==> src/rtl/grid_write_arbiter_if.sv <==
// Write-port bundle between the game-logic requesters and the grid_register arbiter.
// The master side drives requests and words; the slave side is the arbiter itself.
interface grid_write_arbiter_if #(
   parameter int N_REQ  = 3,
   parameter int WORD_W = 36
);
   logic [N_REQ-1:0]        req;
   logic [N_REQ*WORD_W-1:0] word_in;
   logic                    vblnk_in;
   logic [N_REQ-1:0]        gnt;
   logic [N_REQ-1:0]        ack;
   logic [WORD_W-1:0]       wr_word;
   logic                    wr_valid;
   logic                    busy;

   modport master (
      output req, word_in, vblnk_in,
      input  gnt, ack, wr_word, wr_valid, busy
   );

   modport slave (
      input  req, word_in, vblnk_in,
      output gnt, ack, wr_word, wr_valid, busy
   );
endinterface

==> src/rtl/grid_write_arbiter.sv <==
// Round-robin owner of the single grid_register write port.
// Define VBLANK_GATE_EN to start writes only while vblnk_in is high.
//
// state     | meaning
// S_IDLE    | no owner; pick next requester round-robin when gate is open
// S_HOLD    | word latched, wr_valid high for HOLD_CYCLES cycles
// S_RELEASE | wr_valid low, ack pulse to the granted requester
module grid_write_arbiter #(
   parameter int N_REQ       = 3,
   parameter int WORD_W      = 36,
   parameter int HOLD_CYCLES = 2
) (
   input logic                clk,
   input logic                rst,
   grid_write_arbiter_if.slave bus
);
   localparam int PTR_W = (N_REQ > 1) ? $clog2(N_REQ) : 1;
   localparam int CNT_W = (HOLD_CYCLES > 1) ? $clog2(HOLD_CYCLES + 1) : 1;

   typedef enum logic [1:0] {
      S_IDLE    = 2'd0,
      S_HOLD    = 2'd1,
      S_RELEASE = 2'd2
   } state_t;

   state_t             state;
   state_t             state_nxt;
   logic [N_REQ-1:0]   gnt_q;
   logic [WORD_W-1:0]  wr_word_q;
   logic [PTR_W-1:0]   rr_ptr;
   logic [CNT_W-1:0]   hold_cnt;

   logic               gate_open;
   logic               win_found;
   logic [PTR_W-1:0]   win_idx;
   logic [WORD_W-1:0]  win_word;
   logic               start;
   logic               hold_done;

`ifdef VBLANK_GATE_EN
   assign gate_open = bus.vblnk_in;
`else
   logic unused_vblnk;
   assign unused_vblnk = bus.vblnk_in;
   assign gate_open    = 1'b1;
`endif

   // Scan from the largest offset down so the requester closest after rr_ptr wins.
   always_comb begin
      int cand;
      win_found = 1'b0;
      win_idx   = '0;
      cand      = 0;
      for (int off = N_REQ; off >= 1; off--) begin
         cand = (int'(rr_ptr) + off) % N_REQ;
         if (bus.req[cand]) begin
            win_found = 1'b1;
            win_idx   = PTR_W'(cand);
         end
      end
   end

   assign win_word  = bus.word_in[int'(win_idx)*WORD_W +: WORD_W];
   assign start     = gate_open & win_found;
   assign hold_done = (hold_cnt == CNT_W'(HOLD_CYCLES - 1));

   always_ff @(posedge clk or negedge rst) begin
      if (!rst) begin
         state <= S_IDLE;
      end else begin
         state <= state_nxt;
      end
   end

   always_comb begin
      state_nxt = state;
      case (state)
         S_IDLE:    if (start) state_nxt = S_HOLD;
         S_HOLD:    if (hold_done) state_nxt = S_RELEASE;
         S_RELEASE: state_nxt = S_IDLE;
         default:   state_nxt = S_IDLE;
      endcase
   end

   always_ff @(posedge clk or negedge rst) begin
      if (!rst) begin
         gnt_q     <= '0;
         wr_word_q <= '0;
         rr_ptr    <= PTR_W'(N_REQ - 1);
         hold_cnt  <= '0;
      end else begin
         case (state)
            S_IDLE: begin
               hold_cnt <= '0;
               if (start) begin
                  gnt_q     <= {{(N_REQ-1){1'b0}}, 1'b1} << win_idx;
                  wr_word_q <= win_word;
                  rr_ptr    <= win_idx;
               end
            end
            S_HOLD: begin
               hold_cnt <= hold_done ? '0 : hold_cnt + CNT_W'(1);
            end
            S_RELEASE: begin
               gnt_q    <= '0;
               hold_cnt <= '0;
            end
            default: begin
               gnt_q    <= '0;
               hold_cnt <= '0;
            end
         endcase
      end
   end

   always_comb begin
      bus.busy     = (state != S_IDLE);
      bus.wr_valid = (state == S_HOLD);
      bus.ack      = (state == S_RELEASE) ? gnt_q : '0;
   end

   assign bus.gnt     = gnt_q;
   assign bus.wr_word = wr_word_q;

endmodule

==> src/flat_wrapper.sv <==
// flat-port wrapper written by rule: the top's interface ports become plain ports
module grid_write_arbiter_flat 
#(
   parameter int N_REQ       = 3,
   parameter int WORD_W      = 36,
   parameter int HOLD_CYCLES = 2
)
  (clk, rst, bus_req, bus_word_in, bus_vblnk_in, bus_gnt, bus_ack, bus_wr_word, bus_wr_valid, bus_busy);
  grid_write_arbiter_if #(.N_REQ(N_REQ), .WORD_W(WORD_W)) bus_i ();
  input logic clk;
  input logic rst;
  input wire logic [$bits(bus_i.req)-1:0] bus_req;
  input wire logic [$bits(bus_i.word_in)-1:0] bus_word_in;
  input wire logic [$bits(bus_i.vblnk_in)-1:0] bus_vblnk_in;
  output wire logic [$bits(bus_i.gnt)-1:0] bus_gnt;
  output wire logic [$bits(bus_i.ack)-1:0] bus_ack;
  output wire logic [$bits(bus_i.wr_word)-1:0] bus_wr_word;
  output wire logic [$bits(bus_i.wr_valid)-1:0] bus_wr_valid;
  output wire logic [$bits(bus_i.busy)-1:0] bus_busy;
  assign bus_i.req = bus_req;
  assign bus_i.word_in = bus_word_in;
  assign bus_i.vblnk_in = bus_vblnk_in;
  assign bus_gnt = bus_i.gnt;
  assign bus_ack = bus_i.ack;
  assign bus_wr_word = bus_i.wr_word;
  assign bus_wr_valid = bus_i.wr_valid;
  assign bus_busy = bus_i.busy;
  grid_write_arbiter #(.N_REQ(N_REQ), .WORD_W(WORD_W), .HOLD_CYCLES(HOLD_CYCLES)) u_core (.clk(clk), .rst(rst), .bus(bus_i));
endmodule
==> config.mk <==
export PLATFORM = sky130hd
export DESIGN_NAME = grid_write_arbiter_flat
export DESIGN_NICKNAME = d
export VERILOG_FILES = /design/src/rtl/grid_write_arbiter_if.sv /design/src/rtl/grid_write_arbiter.sv /design/src/flat_wrapper.sv
export SDC_FILE = /design/constraint.sdc
export NUM_CORES = 1
export LEC_CHECK = 0
export ABC_CLOCK_PERIOD_IN_PS = 2300
export CORE_UTILIZATION = 35
export CTS_CLUSTER_DIAMETER = 30
export DETAILED_ROUTE_END_ITERATION = 8
export MAX_ROUTING_LAYER = met4
export PLACE_DENSITY = 0.77
export SLEW_MARGIN = 20
export SYNTH_ARGS = -nofsm -noshare
export SYNTH_HDL_FRONTEND = slang
export SYNTH_SLANG_ARGS = --single-unit
==> constraint.sdc <==
create_clock -name clk -period 2.3 [get_ports clk]
set_input_delay 0.345 -clock clk [delete_from_list [all_inputs] [get_ports clk]]
set_output_delay 0.345 -clock clk [all_outputs]
set_load 0.01 [all_outputs]
---- Yosys cells after proc, flatten, opt, wreduce, memory -nomap -nowiden ----
Cells that the tools add are included.
storage, ports and cells
  flip-flop bits (word level) ............. 45
  logic and storage cells ................. 52
  input bits .............................. 114
  output and inout bits ................... 44
cells by class
  mux-type cells .......................... 23
  reductions and logical operators ........ 5
  add/sub/neg operators ................... 4
  bitwise gates (word level) .............. 1
  $lt $le $gt $ge ......................... 3
  equal/unequal tests ..................... 5
  div/mod/pow operators ................... 3
  multiply operators ...................... 1
  shift-type cells ........................ 2
operators by type and width
  cell                                                                            count
  108-bit by 32-bit indexed part select with 36-bit output                        1
  32-bit by 4-bit less-than comparator with 1-bit output (second input constant)  3
  32-bit by 3-bit remainder unit with 32-bit output (second input constant)       3
  2-bit two-way mux                                                               7
  1-bit two-way mux                                                               9
  2-bit by 2-bit adder with 3-bit output (second input constant)                  2
  1-bit binary-select mux with 2-bit select                                       3
  2-bit by 4-bit multiplier with 6-bit output (second input constant)             1
  3-bit two-way mux                                                               2
  3-bit one-hot mux with 2 select lines                                           1
  2-bit AND reduction                                                             3
  2-bit by 1-bit equality test with 1-bit output (second input constant)          2
  2-bit by 1-bit inequality test with 1-bit output (second input constant)        2
  2-bit one-hot mux with 2 select lines                                           1
  2-bit by 1-bit adder with 3-bit output (second input constant)                  1
  1-bit by 2-bit left shift with 3-bit output (first input constant)              1
  2-bit by 1-bit adder with 2-bit output (second input constant)                  1
  2-bit equality test (second input constant)                                     1
  2-bit logical NOT                                                               1
  2-bit nonzero test                                                              1
  1-bit inverter                                                                  1

---- Longest topological paths before layout ----
Gate-level depths: netlist of the first run.
  depth in word-level cells ............... 11
  gate-level depth with buffers ........... 11
  gate-level depth less buffers ........... 8

---- Worst setup path after synthesis of the first run ----
No wires, ideal clock.
  path type ............................... reg-to-reg
  start point ............................. register u_core.rr_ptr[1]
  end point ............................... register u_core.wr_word_q[10] (netlist: u_core.bus.wr_word[10])
  path buffers ............................ 2
  slack ................................... 0.106 ns
  arrival time ............................ 2.064 ns
  required time ........................... 2.170 ns
  period minus slack after synthesis ...... 2.194 ns
  setup time .............................. 0.130 ns
  cell stages (with the launch flop) ...... 11
  path through ............................ dfstp_2 inv_1 ha_1 mux2i_1 mux2i_2 a21o_1 o22ai_1 buf_6 buf_12 mux2i_1 o211ai_2
on the way
  cells in the longest elaborated chain, start to end .. 10
  elaborated cells on any way between the ends .. 24
  those cells by class .................... add/sub: 3; mul: 1; div: 3; shift: 1; mux: 15; reduce/logical: 1
RTL lines
  element                                                   RTL line                  text
  start: declaration                                        grid_write_arbiter.sv:30  logic [PTR_W-1:0] rr_ptr;
  start signal: assignment                                  grid_write_arbiter.sv:89  rr_ptr <= PTR_W'(N_REQ - 1);
  start signal: assignment                                  grid_write_arbiter.sv:98  rr_ptr <= win_idx;
  2-bit by 2-bit adder with 3-bit output                    grid_write_arbiter.sv:55  cand = (int'(rr_ptr) + off) % N_REQ;
  32-bit by 3-bit remainder unit with 32-bit output         grid_write_arbiter.sv:55
  1-bit binary-select mux with 2-bit select                 grid_write_arbiter.sv:56  if (bus.req[cand]) begin
  1-bit two-way mux (implied by the code) (2 in series)     grid_write_arbiter.sv:56
  2-bit two-way mux (3 in series)                           grid_write_arbiter.sv:56
  2-bit by 4-bit multiplier with 6-bit output               grid_write_arbiter.sv:63  assign win_word = bus.word_in[int'(win_idx)*WORD_W +: WORD_W];
  108-bit by 32-bit indexed part select with 36-bit output  grid_write_arbiter.sv:63
  end signal: assignment                                    grid_write_arbiter.sv:97  wr_word_q <= win_word;
  end: declaration                                          grid_write_arbiter.sv:29  logic [WORD_W-1:0] wr_word_q;
Several ways; a longest one is shown, not always the timed one. The select of a mux whose other input is x is not followed.
A chain may end at the register's enable or synchronous reset.

---- Worst setup path in the final report of the first run ----
  start point ............................. register u_core.rr_ptr[1]
  end point ............................... register u_core.wr_word_q[8] (netlist: u_core.bus.wr_word[8])
The elaborated chain is that of the path after synthesis.

==> results of run 1 <==
worst min-delay path by stage:
stage / cells after the start / to / from / slack (ps)
2_1_floorplan: 0 / u_core.bus.gnt[0] / rst / 50
3_3_place_gp: 1 / u_core.hold_cnt[0] / u_core.hold_cnt[0] / 410
3_5_place_dp: 1 / u_core.hold_cnt[0] / u_core.hold_cnt[0] / 440
4_1_cts: 2 / u_core.rr_ptr[0] / rst / 150
5_1_grt: 2 / u_core.rr_ptr[0] / rst / 180
6_report: 2 / u_core.rr_ptr[0] / rst / 130
worst reg2reg max path: cells and delay by family (launching register included):
family | cells | cell delay (ps)
simple gates | 1 | 80
fa+ha+maj | 1 | 180
compound gates | 3 | 480
mux | 2 | 460
buf+inv | 3 | 410
flops | 1 | 580
flip-flops by register name, indices dropped and copies added, names as in the netlist:
name,flops
u_core.bus.gnt,3
u_core.bus.wr_word,36
u_core.hold_cnt,2
u_core.rr_ptr,2
u_core.state,2
synthesized netlist by cell type, drive strengths merged:
master / number
a21o: 1
a21oi: 1
a22o: 1
a2bb2o: 1
a2bb2oi: 1
and2: 4
and2b: 1
buf: 15
clkbuf: 6
dfrtp: 44
dfstp: 1
ha: 4
inv: 6
mux2i: 40
nand2: 39
nand2b: 4
nand3: 36
nand3b: 1
nor2: 5
nor2b: 4
nor3: 2
nor3b: 1
o211ai: 36
o21ai: 8
o221a: 1
o22ai: 1
o2bb2ai: 1
o31ai: 1
or2: 2
metrics by stage:
step                      cells  setup TNS [ps]  hold WS, ps  util [%]
after floorplan             268               0         49.4         -
after global placement      525            -154          415      58.7
after detailed placement    525           -3180          441      58.7
after CTS                   542               0          152      62.9
after global routing        551           -3430          179      66.2
final                       551           -26.3          127      66.2
cell families after synthesis:
logic type | Yosys count | synth area share, %
flops | 45 | 40.2
buf+inv | 27 | 7.35
simple gates | 99 | 17.1
compound gates | 53 | 19.2
fa+ha+maj | 4 | 1.78
mux | 40 | 14.4
metal layers:
metal | up-vias | share of wire, %
met5 | - | 0
met4 | 0 | 0.72
met3 | 6 | 6.6
met2 | 108 | 50
met1 | 1386 | 43
li1 | 1321 | -
cell usage in the layout (no fill, tap or decap), drive strengths merged, types with 6 or more instances in the layout:
cell type,instances
nand3,36
o21ai,8
o211ai,36
buf,35
dfrtp,44
clkdlybuf4s50,155
clkbuf,11
inv,6
nand2,39
mux2i,40
power by group:
part           total [mW]  leakage (nW)  switching, mW  internal, mW
registers            1.42         0.557          0.225          1.19
logic                5.55          1.55           2.50          3.05
clock network       0.506        0.0443          0.267         0.239
cell type report:
cell class | instances | area [um^2]
Sequential cell | 45 | 1130
Inverter | 6 | 22.5
Clock buffer | 7 | 86.3
Tap cell | 102 | 128
Timing Repair Buffer | 194 | 2060
Multi-Input combinational cell | 197 | 1690
Fill cell | 605 | 2620
timing repair:
action | CTS | global route
gates cloned | 2 | 6
setup endpoints to repair | 40 | 41
buffers inserted | 8 | 3
hold buffers | 0 | 0
pin swaps | 0 | 8
gates resized for setup | 29 | 26
==> impl_metrics.env, run 1 <==
export IMPL_port_buffers=156
export IMPL_place_hpwl_mm=6.27
export IMPL_path_class="register to register"
export IMPL_syn_area_um2=2810
export IMPL_synth_top_area_cell="dfrtp_1"
export IMPL_die_x_um=91.6
export IMPL_ctsLongestPathBuffers=2
export IMPL_core_area_um2=7730
export IMPL_violations="setup timing"
export IMPL_rsz0062_at_grt="true"
export IMPL_crit_family="flip-flops"
export IMPL_via_count=2821
export IMPL_cpPeakStageDelay_ps=580
export IMPL_reg2reg_slack_ps=-10
export IMPL_clk_pin_slew_ps=90
export IMPL_rr_worst_depth=10
export IMPL_drc=0
export IMPL_ys_types=39
export IMPL_htreeDepth=2
export IMPL_top_usage_layer="met2"
export IMPL_yosysWarnings=0
export IMPL_endpoint_kind="register"
export IMPL_routed_wl_mm=9.48
export IMPL_grt_antenna_before_repair=0
export IMPL_num_rows=32
export IMPL_ant_nets=0
export IMPL_dieHeight_um=91.6
export IMPL_grt_max_degree=46
export IMPL_final_area_um2=5110
export IMPL_clk_latency_ps=290
export IMPL_crit_start="u_core.rr_ptr[1]"
export IMPL_cts_buffers=5
export IMPL_skew_ps=8.08
export IMPL_arrival_ps=2480
export IMPL_synth_top_area_share_pct=39.2
export IMPL_crit_chain="inv_2 > ha_4 > mux2i_2 > a2bb2oi_2 > nor3_2 > o22ai_4 > buf_6 > buf_16 > mux2i_2 > o211ai_2"
export IMPL_nets=567
export IMPL_ir_drop_uv=859
export IMPL_cts_sinks=45
export IMPL_avgViaCountPerCell=5.12
export IMPL_p_leak_nw=2.15
export IMPL_grt_pass1_wl_mm=14.4
export IMPL_timing_final_ws_setup_ps=-11.0
export IMPL_grt_pass1_vias=2915
export IMPL_max_slew_margin_rel_pct=59.8
export IMPL_layout_drive_gt1_share_pct=25.8
export IMPL_critical_path_depth=10
export IMPL_start_kind="register"
export IMPL_place_area_um2=4530
export IMPL_setup_viol=5
export IMPL_fp_dieArea_um2=8380
export IMPL_critPathSlowestCell="dfstp_2"
export IMPL_synth_area_leaders="dfrtp_1, mux2i_1, o211ai_2, nand3_1, nand2_1"
export IMPL_met3_usage_pct=4.02
export IMPL_start_util_pct=36.3
export IMPL_syn2layout_area_growth_pct=82.1
export IMPL_max_freq_mhz=433
export IMPL_postSynthAreaPerCell_um2=10.5
export IMPL_gp_congestion=0.872
export IMPL_status="finished with violations"
export IMPL_cp_endpoint="u_core.bus.wr_word[8]"
export IMPL_cap_violations=0
export IMPL_slew_violations=0
export IMPL_regToRegStartpoint="u_core.rr_ptr[1]"
export IMPL_cp_common_cell="mux2i_2"
export IMPL_crit_required_ps=2470
export IMPL_synth_sequential_area_ratio_pct=40.2
export IMPL_critical_path_buf_inv_count=3
export IMPL_n_antenna_cell=0
export IMPL_p_total_mw=7.47
export IMPL_hp_class="input port to asynchronous set/reset pin"
export IMPL_period_minus_slack_ps=2310
export IMPL_synth_seq_cells=45
export IMPL_synth_cells=268
export IMPL_met2_usage_pct=39.8
export IMPL_drtIter0Drc=65
export IMPL_cp_max_fo=10
export IMPL_use_met1_pct=26.3
export IMPL_cts_tree="yes"
export IMPL_pin_count=158
export IMPL_fin_crit_sh_pct=100
export IMPL_p_per_area_nw_per_um2=1460
export IMPL_dp_slack_ps=-133
export IMPL_syn_nets=386
export IMPL_wl_per_cell_um=17.2
export IMPL_gr_total_overflow=0
export IMPL_worst_pin_slew_ps=603
export IMPL_cts_root_buf="clkbuf_8"
export IMPL_r2r_end="u_core.bus.wr_word[8]"
export IMPL_hold_violations=0
export IMPL_grt_usage_pct=22.4
export IMPL_drtPass1Iterations=4
Power figures use the tool's default switching activity.
==> run 2, diff against run 1 <==
--- a/config.mk
+++ b/config.mk
@@ -11,6 +11,7 @@
 export DETAILED_ROUTE_END_ITERATION = 8
 export MAX_ROUTING_LAYER = met4
 export PLACE_DENSITY = 0.77
+export SKIP_CTS_REPAIR_TIMING = 1
 export SLEW_MARGIN = 20
 export SYNTH_ARGS = -nofsm -noshare
 export SYNTH_HDL_FRONTEND = slang
==> impl_metrics.env, run 2 (synthesis gave the netlist of run 1 again) <==
export IMPL_fin_setup_tns_ps=-266
export IMPL_cts_root_buf="clkbuf_8"
export IMPL_clk_latency_ps=290
export IMPL_crit_required_ps=2470
export IMPL_dp_cells=525
export IMPL_whs_ps=128
export IMPL_fin_crit_sh_pct=101
export IMPL_period_minus_slack_ps=2330
export IMPL_largest_reg_flops=36
export IMPL_grt_antenna_before_repair=0
export IMPL_p_per_area_nw_per_um2=1490
export IMPL_drc=0
export IMPL_max_freq_mhz=428
export IMPL_via_count=2784
export IMPL_ant_nets=0
export IMPL_cts_buffers=5
export IMPL_cap_violations=0
export IMPL_grt_pass1_wl_mm=13.5
export IMPL_avgViaCountPerCell=5.09
export IMPL_place_area_um2=4530
export IMPL_setup_viol=20
export IMPL_p_total_mw=7.73
export IMPL_violations="setup timing"
export IMPL_die_x_um=91.6
export IMPL_ir_drop_uv=866
export IMPL_drtPass1Iterations=4
export IMPL_start_util_pct=36.3
export IMPL_post_route_util_pct=67.3
export IMPL_gr_total_overflow=0
export IMPL_cts_sinks=45
export IMPL_pin_count=158
export IMPL_final_common_cell="clkdlybuf4s50_1"
export IMPL_dp_slack_ps=-133
export IMPL_path_class="register to register"
export IMPL_slew_violations=0
export IMPL_max_slew_margin_rel_pct=59.5
export IMPL_endpoint_kind="register"
export IMPL_rsz0062_at_grt="true"
export IMPL_r2r_end="u_core.bus.wr_word[12]"
export IMPL_n_antenna_cell=0
export IMPL_rr_worst_depth=10
export IMPL_final_area_um2=5200
export IMPL_layout_drive_gt1_share_pct=28.5
export IMPL_drtIter0Drc=47
export IMPL_dieHeight_um=91.6
export IMPL_reg2reg_slack_ps=-30
export IMPL_routed_wl_mm=9.63
export IMPL_worst_pin_slew_ps=608
export IMPL_clk_pin_slew_ps=90
export IMPL_fp_dieArea_um2=8380
export IMPL_grt_max_degree=46
export IMPL_ctsLongestPathBuffers=2
export IMPL_num_rows=32
export IMPL_grt_usage_pct=20.9
export IMPL_grt_pass1_vias=2811
export IMPL_gp_congestion=0.872
export IMPL_final_cell_mix="clkdlybuf4s50_1, dfrtp_1, nand3_1"
export IMPL_status="finished with violations"
export IMPL_cp_max_fo=10
export IMPL_start_kind="register"
export IMPL_timing_final_ws_setup_ps=-34.1
export IMPL_place_hpwl_mm=6.27
export IMPL_skew_ps=9.55
export IMPL_wl_per_cell_um=17.6
export IMPL_htreeDepth=2
export IMPL_hold_violations=0
export IMPL_syn2layout_area_growth_pct=85.3
export IMPL_cts_tree="yes"
export IMPL_port_buffers=156
export IMPL_hp_class="input port to asynchronous set/reset pin"
export IMPL_p_leak_nw=2.15
export IMPL_final_cells=547
export IMPL_regToRegStartpoint="u_core.rr_ptr[1]"
export IMPL_arrival_ps=2510
export IMPL_nets=563
export IMPL_core_area_um2=7730
## run 2: cell types whose count changed in the layout (fill, tap and decap cells not counted), moves of 2 or more
cell / delta
clkbuf_16: +2
mux2i_4: +8
buf_6: -3
nand2_1: -15
nand2_2: +15
mux2i_2: -8
buf_16: -2
## run 2: critical path: stages (launching register included)
cell	delay [ps]
dfstp_2	590
inv_2	70
ha_4	190
mux2i_4	200
mux2i_4	120
a21o_1	200
o22ai_4	150
buf_12	170
clkbuf_16	180
mux2i_1	250
o211ai_2	90
## run 2: where the power goes
part           switching [mW]  internal [mW]  leakage (nW)  total, mW
registers               0.247           1.19         0.557       1.44
clock network           0.268          0.239        0.0443      0.507
logic                    2.61           3.18          1.55       5.79
total                    3.12           4.61          2.15       7.73
## run 2: routing by layer
layer  vias up  wire (um)  global-route usage [%]
met1      1334       3970                    24.4
li1       1322          -                       -
met2       114       4860                    37.2
met3        14        630                    3.52
met4         0        168                    5.29
met5         -          0                       -
## run 2: how the worst max path moves through the flow
stage,startpoint,endpoint,slack [ps]
6_report,u_core.rr_ptr[1],u_core.bus.wr_word[12],-30
5_1_grt,u_core.rr_ptr[1],u_core.bus.wr_word[19],-90
4_1_cts,u_core.rr_ptr[1],u_core.bus.wr_word[19],-150
3_5_place_dp,bus_req[1],u_core.bus.wr_word[19],-130
3_3_place_gp,bus_req[1],u_core.bus.wr_word[6],-20
2_1_floorplan,u_core.rr_ptr[1],u_core.bus.wr_word[10],110
## run 2: final cells by class
cell class / count / area [um^2]
clock buffer: 7 / 86.3
fill: 588 / 2520
inverter: 6 / 22.5
multi-input combinational: 196 / 1800
sequential: 45 / 1130
tap: 102 / 128
timing repair buffer: 191 / 2030
